--- src/rtl/alu_bcd_datapath.sv ---
// rtl/alu_bcd_datapath.sv - 8-bit 6502-style ALU slice with operand latches and decimal adjust
// Optional feature macro: CMOS_BITMASK_EN (a_src = 3 loads 1 << ir_bits into the A latch)
module alu_bcd_datapath (
  input  logic       clk,
  input  logic       reset,
  input  logic       ready,
  input  logic [1:0] a_src,
  input  logic [7:0] a_in,
  input  logic       b_load,
  input  logic [7:0] b_in,
  input  logic [1:0] c_sel,
  input  logic       p_carry,
  input  logic [2:0] ir_bits,
  input  logic [3:0] alu_op,
  input  logic       dec_en,
  output logic [7:0] alu_out,
  output logic       carry_out,
  output logic       half_carry_out,
  output logic       overflow_out,
  output logic [7:0] adj_out,
  output logic [7:0] a_reg,
  output logic [7:0] sign_fill,
  output logic       page_cross
);

  logic [7:0] b_reg;
  logic       carry_last;
  logic       cin;
  logic [7:0] a_next;

  logic       dec_add;
  logic       dec_sub;
  logic [4:0] lo_sum;
  logic [4:0] hi_sum;
  logic       lo_carry;
  logic       hi_carry;
  logic [3:0] adj_lo;
  logic [3:0] adj_hi;

`ifdef CMOS_BITMASK_EN
  logic [7:0] bit_mask;
  assign bit_mask = 8'h01 << ir_bits;
`else
  // Decoder is not built; ir_bits has no load in this build.
  logic unused_ir_bits;
  assign unused_ir_bits = ^ir_bits;
`endif

  // Carry-in source selection
  always_comb begin
    case (c_sel)
      2'd0:    cin = 1'b0;
      2'd1:    cin = 1'b1;
      2'd2:    cin = p_carry;
      default: cin = carry_last;
    endcase
  end

  // A latch input mux; a_src = 0 never loads so its value is irrelevant
  always_comb begin
    case (a_src)
      2'd1:    a_next = a_in;
`ifdef CMOS_BITMASK_EN
      2'd3:    a_next = bit_mask;
`endif
      default: a_next = 8'h00;
    endcase
  end

  // Operand latches and the carry history used by c_sel = 3
  always_ff @(posedge clk) begin
    if (reset) begin
      a_reg      <= 8'h00;
      b_reg      <= 8'h00;
      carry_last <= 1'b0;
    end else begin
      if (ready && (a_src != 2'd0)) a_reg <= a_next;
      if (ready && b_load)          b_reg <= b_in;
      carry_last <= carry_out;
    end
  end

  // Decimal behaviour only applies to ADC; SBC always uses binary carries
  assign dec_add = dec_en && (alu_op == 4'd0);
  assign dec_sub = dec_en && (alu_op == 4'd1);

  // Nibble-split adder: decimal add redefines the digit carries as "sum > 9"
  assign lo_sum   = {1'b0, a_reg[3:0]} + {1'b0, b_reg[3:0]} + {4'b0000, cin};
  assign lo_carry = dec_add ? (lo_sum > 5'd9) : lo_sum[4];
  assign hi_sum   = {1'b0, a_reg[7:4]} + {1'b0, b_reg[7:4]} + {4'b0000, lo_carry};
  assign hi_carry = dec_add ? (hi_sum > 5'd9) : hi_sum[4];

  // Operation select; flags default to zero for the logic and pass ops
  always_comb begin
    alu_out        = 8'h00;
    carry_out      = 1'b0;
    half_carry_out = 1'b0;
    overflow_out   = 1'b0;
    case (alu_op)
      4'd0, 4'd1: begin
        alu_out        = {hi_sum[3:0], lo_sum[3:0]};
        carry_out      = hi_carry;
        half_carry_out = lo_carry;
        overflow_out   = ~(a_reg[7] ^ b_reg[7]) & (a_reg[7] ^ hi_sum[3]);
      end
      4'd2: alu_out = a_reg & b_reg;
      4'd3: alu_out = a_reg | b_reg;
      4'd4: alu_out = a_reg ^ b_reg;
      4'd5: begin
        alu_out   = {cin, a_reg[7:1]};
        carry_out = a_reg[0];
      end
      4'd6: alu_out = a_reg;
      4'd7: alu_out = b_reg;
      default: begin
        alu_out   = 8'h00;
        carry_out = 1'b0;
      end
    endcase
  end

  // Nibble-wise decimal correction, each nibble wraps mod 16 independently
  always_comb begin
    adj_lo = alu_out[3:0];
    adj_hi = alu_out[7:4];
    if (dec_add) begin
      if (half_carry_out) adj_lo = alu_out[3:0] + 4'd6;
      if (carry_out)      adj_hi = alu_out[7:4] + 4'd6;
    end else if (dec_sub) begin
      if (!half_carry_out) adj_lo = alu_out[3:0] - 4'd6;
      if (!carry_out)      adj_hi = alu_out[7:4] - 4'd6;
    end
  end

  assign adj_out    = {adj_hi, adj_lo};
  assign sign_fill  = {8{a_reg[7]}};
  assign page_cross = carry_out ^ a_reg[7];

endmodule

--- config.mk ---
export PLATFORM = sky130hd
export DESIGN_NAME = alu_bcd_datapath
export DESIGN_NICKNAME = d
export VERILOG_FILES = /design/src/rtl/alu_bcd_datapath.sv
export SDC_FILE = /design/constraint.sdc
export NUM_CORES = 1
export LEC_CHECK = 0
export CAP_MARGIN = 20
export CORE_MARGIN = 8
export CORE_UTILIZATION = 40
export CTS_CLUSTER_DIAMETER = 30
export CTS_CLUSTER_SIZE = 12
export DETAILED_ROUTE_END_ITERATION = 8
export PLACE_DENSITY = 0.71
export RECOVER_POWER = 25
export SYNTH_ARGS = -nofsm -noshare
export SYNTH_HDL_FRONTEND = slang
export SYNTH_SLANG_ARGS = --single-unit
--- constraint.sdc ---
create_clock -name clk -period 18.55 [get_ports clk]
set_input_delay 3.71 -clock clk [delete_from_list [all_inputs] [get_ports clk]]
set_output_delay 3.71 -clock clk [all_outputs]
set_load 0.05 [all_outputs]
==> metrics.yaml <==
outcome: "completed"
slowest_stage: "clkdlybuf4s50_1"
hold_class: "flip-flop to flip-flop"
wl_per_cell_um: 13.9
start_util: 0.409
cts_max_path_buffers: 2
grt-ovfl-total: 0
critPathMaxStageDelay_ns: 0.82
post-route-period-util: 0.706
cap_violations: 0
cp-start-kind: "input pin"
area_growth_pct: 30.8
cts_made_buffers: 3
final-max-slew-violation-count: 0
critical_path_class: "input pin to primary output"
seq_area_frac_synth: 0.164
synth_edf_count: 0
die_area_um2: 7750
pwr_density_cell_nw_per_um2: 41.9
finalSetupViolCount: 0
p_total_uw: 114
drive_gt1_frac: 0.0677
routed_wl_mm: 5.27
synthDistinctLibCells: 52
synthesis.nets: 321
grt_setup_unrepaired: "no"
diodes: 0
htree_levels: 1
finalNonFillerCells: 380
cts_resized: 0
min_period_ns: 13.10
die_h_um: 88.1
synth_area_leader_cell: "dfxtp_1"
grt_max_degree: 34
synth_seq_cells: 17
crit_chain: "clkdlybuf4s50_1, nand2_1, o21ai_0, fa_1, inv_1, fa_1, a21o_1, a21oi_1, and2_1, fa_1, fa_1, nor2_1, a31oi_1, o22ai_1, a21oi_1, nor2_1, inv_1, ha_1, or3_1, o22ai_1, xor2_1, clkdlybuf4s50_1"
post-cts-setup-buffers: 0
rows: 26
gp_congestion: 0.777
tightestPinTransition_ns: 0.715
drtAntennaViolNets: 0
ys_top_cells_by_area: "dfxtp_1, ha_1, a21oi_1"
max_freq_ghz: 0.0763
post-dp-hpwl_mm: 4.29
yosysWarnings: 0
fill_cells: 522
vias: 2003
tns_ns: 0
finalNetCount: 368
dpl.cell_count: 376
grt_pass1_vias: 1962
startpoint: "c_sel[0]"
boundaryPins: 69
cp_common_cell: "fa_1"
path_delay_family: "adder cells"
core_um2: 5070
cts_hold_buf: 0
synth.avg_cell_area_um2: 7.87
grt_pass1_wl_mm: 8.76
final_hold_viol_count: 0
post_drt_via_cell_ratio: 5.27
r2r-start: "carry_last"
drc: 0
skew_ns: 0.000748
synth_top_cell_area_share: 0.164
ir_worst_vdd_mv: 0.0417
tritoncts: "done"
critPathCaptureType: "primary output"
first_pass_iters: 4
relSlewSlack: 0.522
clk_pin_slew_ns: 0.06
die_w_um: 88.1
drt_iter0_drc: 120
critPathMaxFanout: 7
io_buffers: 65
synthArstFlopShare: 0
synth.top_cells.by_count: "a21oi_1, inv_1, nor2_1, ha_1, nand2_1"
crit_required_ns: 14.84
antenna_found_initial: 0
syn_area_um2: 2080
root_buffer: "clkbuf_8"
grt_usage: 0.138
hold_start: "b_reg[5]"
arrival_ns: 9.39
crit_buf_inv: 4
synth_cells: 264
power_leakage_uw: 0.00107
synth_flop_cell: "dfxtp_1"
cts.sinks: 17
clk_latency_ns: 0.25
layout by cell type, fill, tap and decap left out, drive strengths merged, types with 5 or more instances in the layout:
master,instances
inv,26
ha,20
a21oi,25
o21ai,8
mux2i,8
a22oi,8
nand2,19
xnor2,6
nor2,23
nand3,13
mux4,5
clkdlybuf4s50,64
dfxtp,17
nand2b,6
where the power goes:
| group | internal [µW] | switching (µW) |
|---|---|---|
| logic | 19.8 | 27.8 |
| registers | 37.8 | 1.88 |
| clock network | 15.2 | 11.4 |
final cells by class:
type / count / area, µm² / area share
inverter: 26 / 97.6 / 0.0359
sequential: 17 / 340 / 0.125
multi-input combinational: 196 / 1480 / 0.545
tap: 70 / 87.6 / 0.0322
clock buffer: 4 / 45.0 / 0.0166
timing repair buffer: 67 / 666 / 0.245
kinds of logic after synthesis:
family                     synth area share
muxes                                0.0982
adders and majority gates             0.159
DFF                                   0.164
buffers and inverters                 0.123
AOI/OAI and AO/OA                     0.202
and+or+nand+nor                       0.220
xor gates and xnor gates             0.0337
path summary, 6_finish.rpt:
path / to / slack (ns) / cells after the start
max reg2reg: carry_last / 14.58 / 14
max: adj_out[7] / 5.45 / 22
min: b_reg[5] / 0.49 / 2
min reg2reg: b_reg[5] / 0.49 / 2
worst reg2reg max path, cell delays in order, from the launching register on:
cell	delay, ns
dfxtp_1	0.29
o21ai_0	0.39
fa_1	0.30
inv_1	0.06
fa_1	0.41
xnor2_1	0.17
nand2b_1	0.13
nand4b_4	0.14
and2_1	0.21
fa_1	0.41
fa_1	0.45
nor2b_1	0.16
o21ai_0	0.37
a31oi_1	0.27
nor2_1	0.14
per-stage QoR:
| stage | hold WS (ns) | util | area [µm²] | worst slack, ns |
|---|---|---|---|---|
| 2_1_floorplan | 0.453 | - | 2080 | 6.10 |
| 3_3_place_gp | 0.476 | 0.527 | 2670 | 5.54 |
| 3_5_place_dp | 0.482 | 0.527 | 2670 | 5.46 |
| 4_1_cts | 0.492 | 0.536 | 2720 | 5.45 |
| 5_1_grt | 0.518 | 0.536 | 2720 | 5.16 |
| 6_report | 0.485 | 0.536 | 2720 | 5.45 |
layer usage:
metal  global-route usage  share of wire  vias up
li1                     -              -     1008
met5                    0              0        -
met1                0.170           0.47      924
met3               0.0291          0.067        7
met2                0.233           0.45       64
met4               0.0430          0.011        0
No activity file was read; power rests on OpenSTA's default activity.
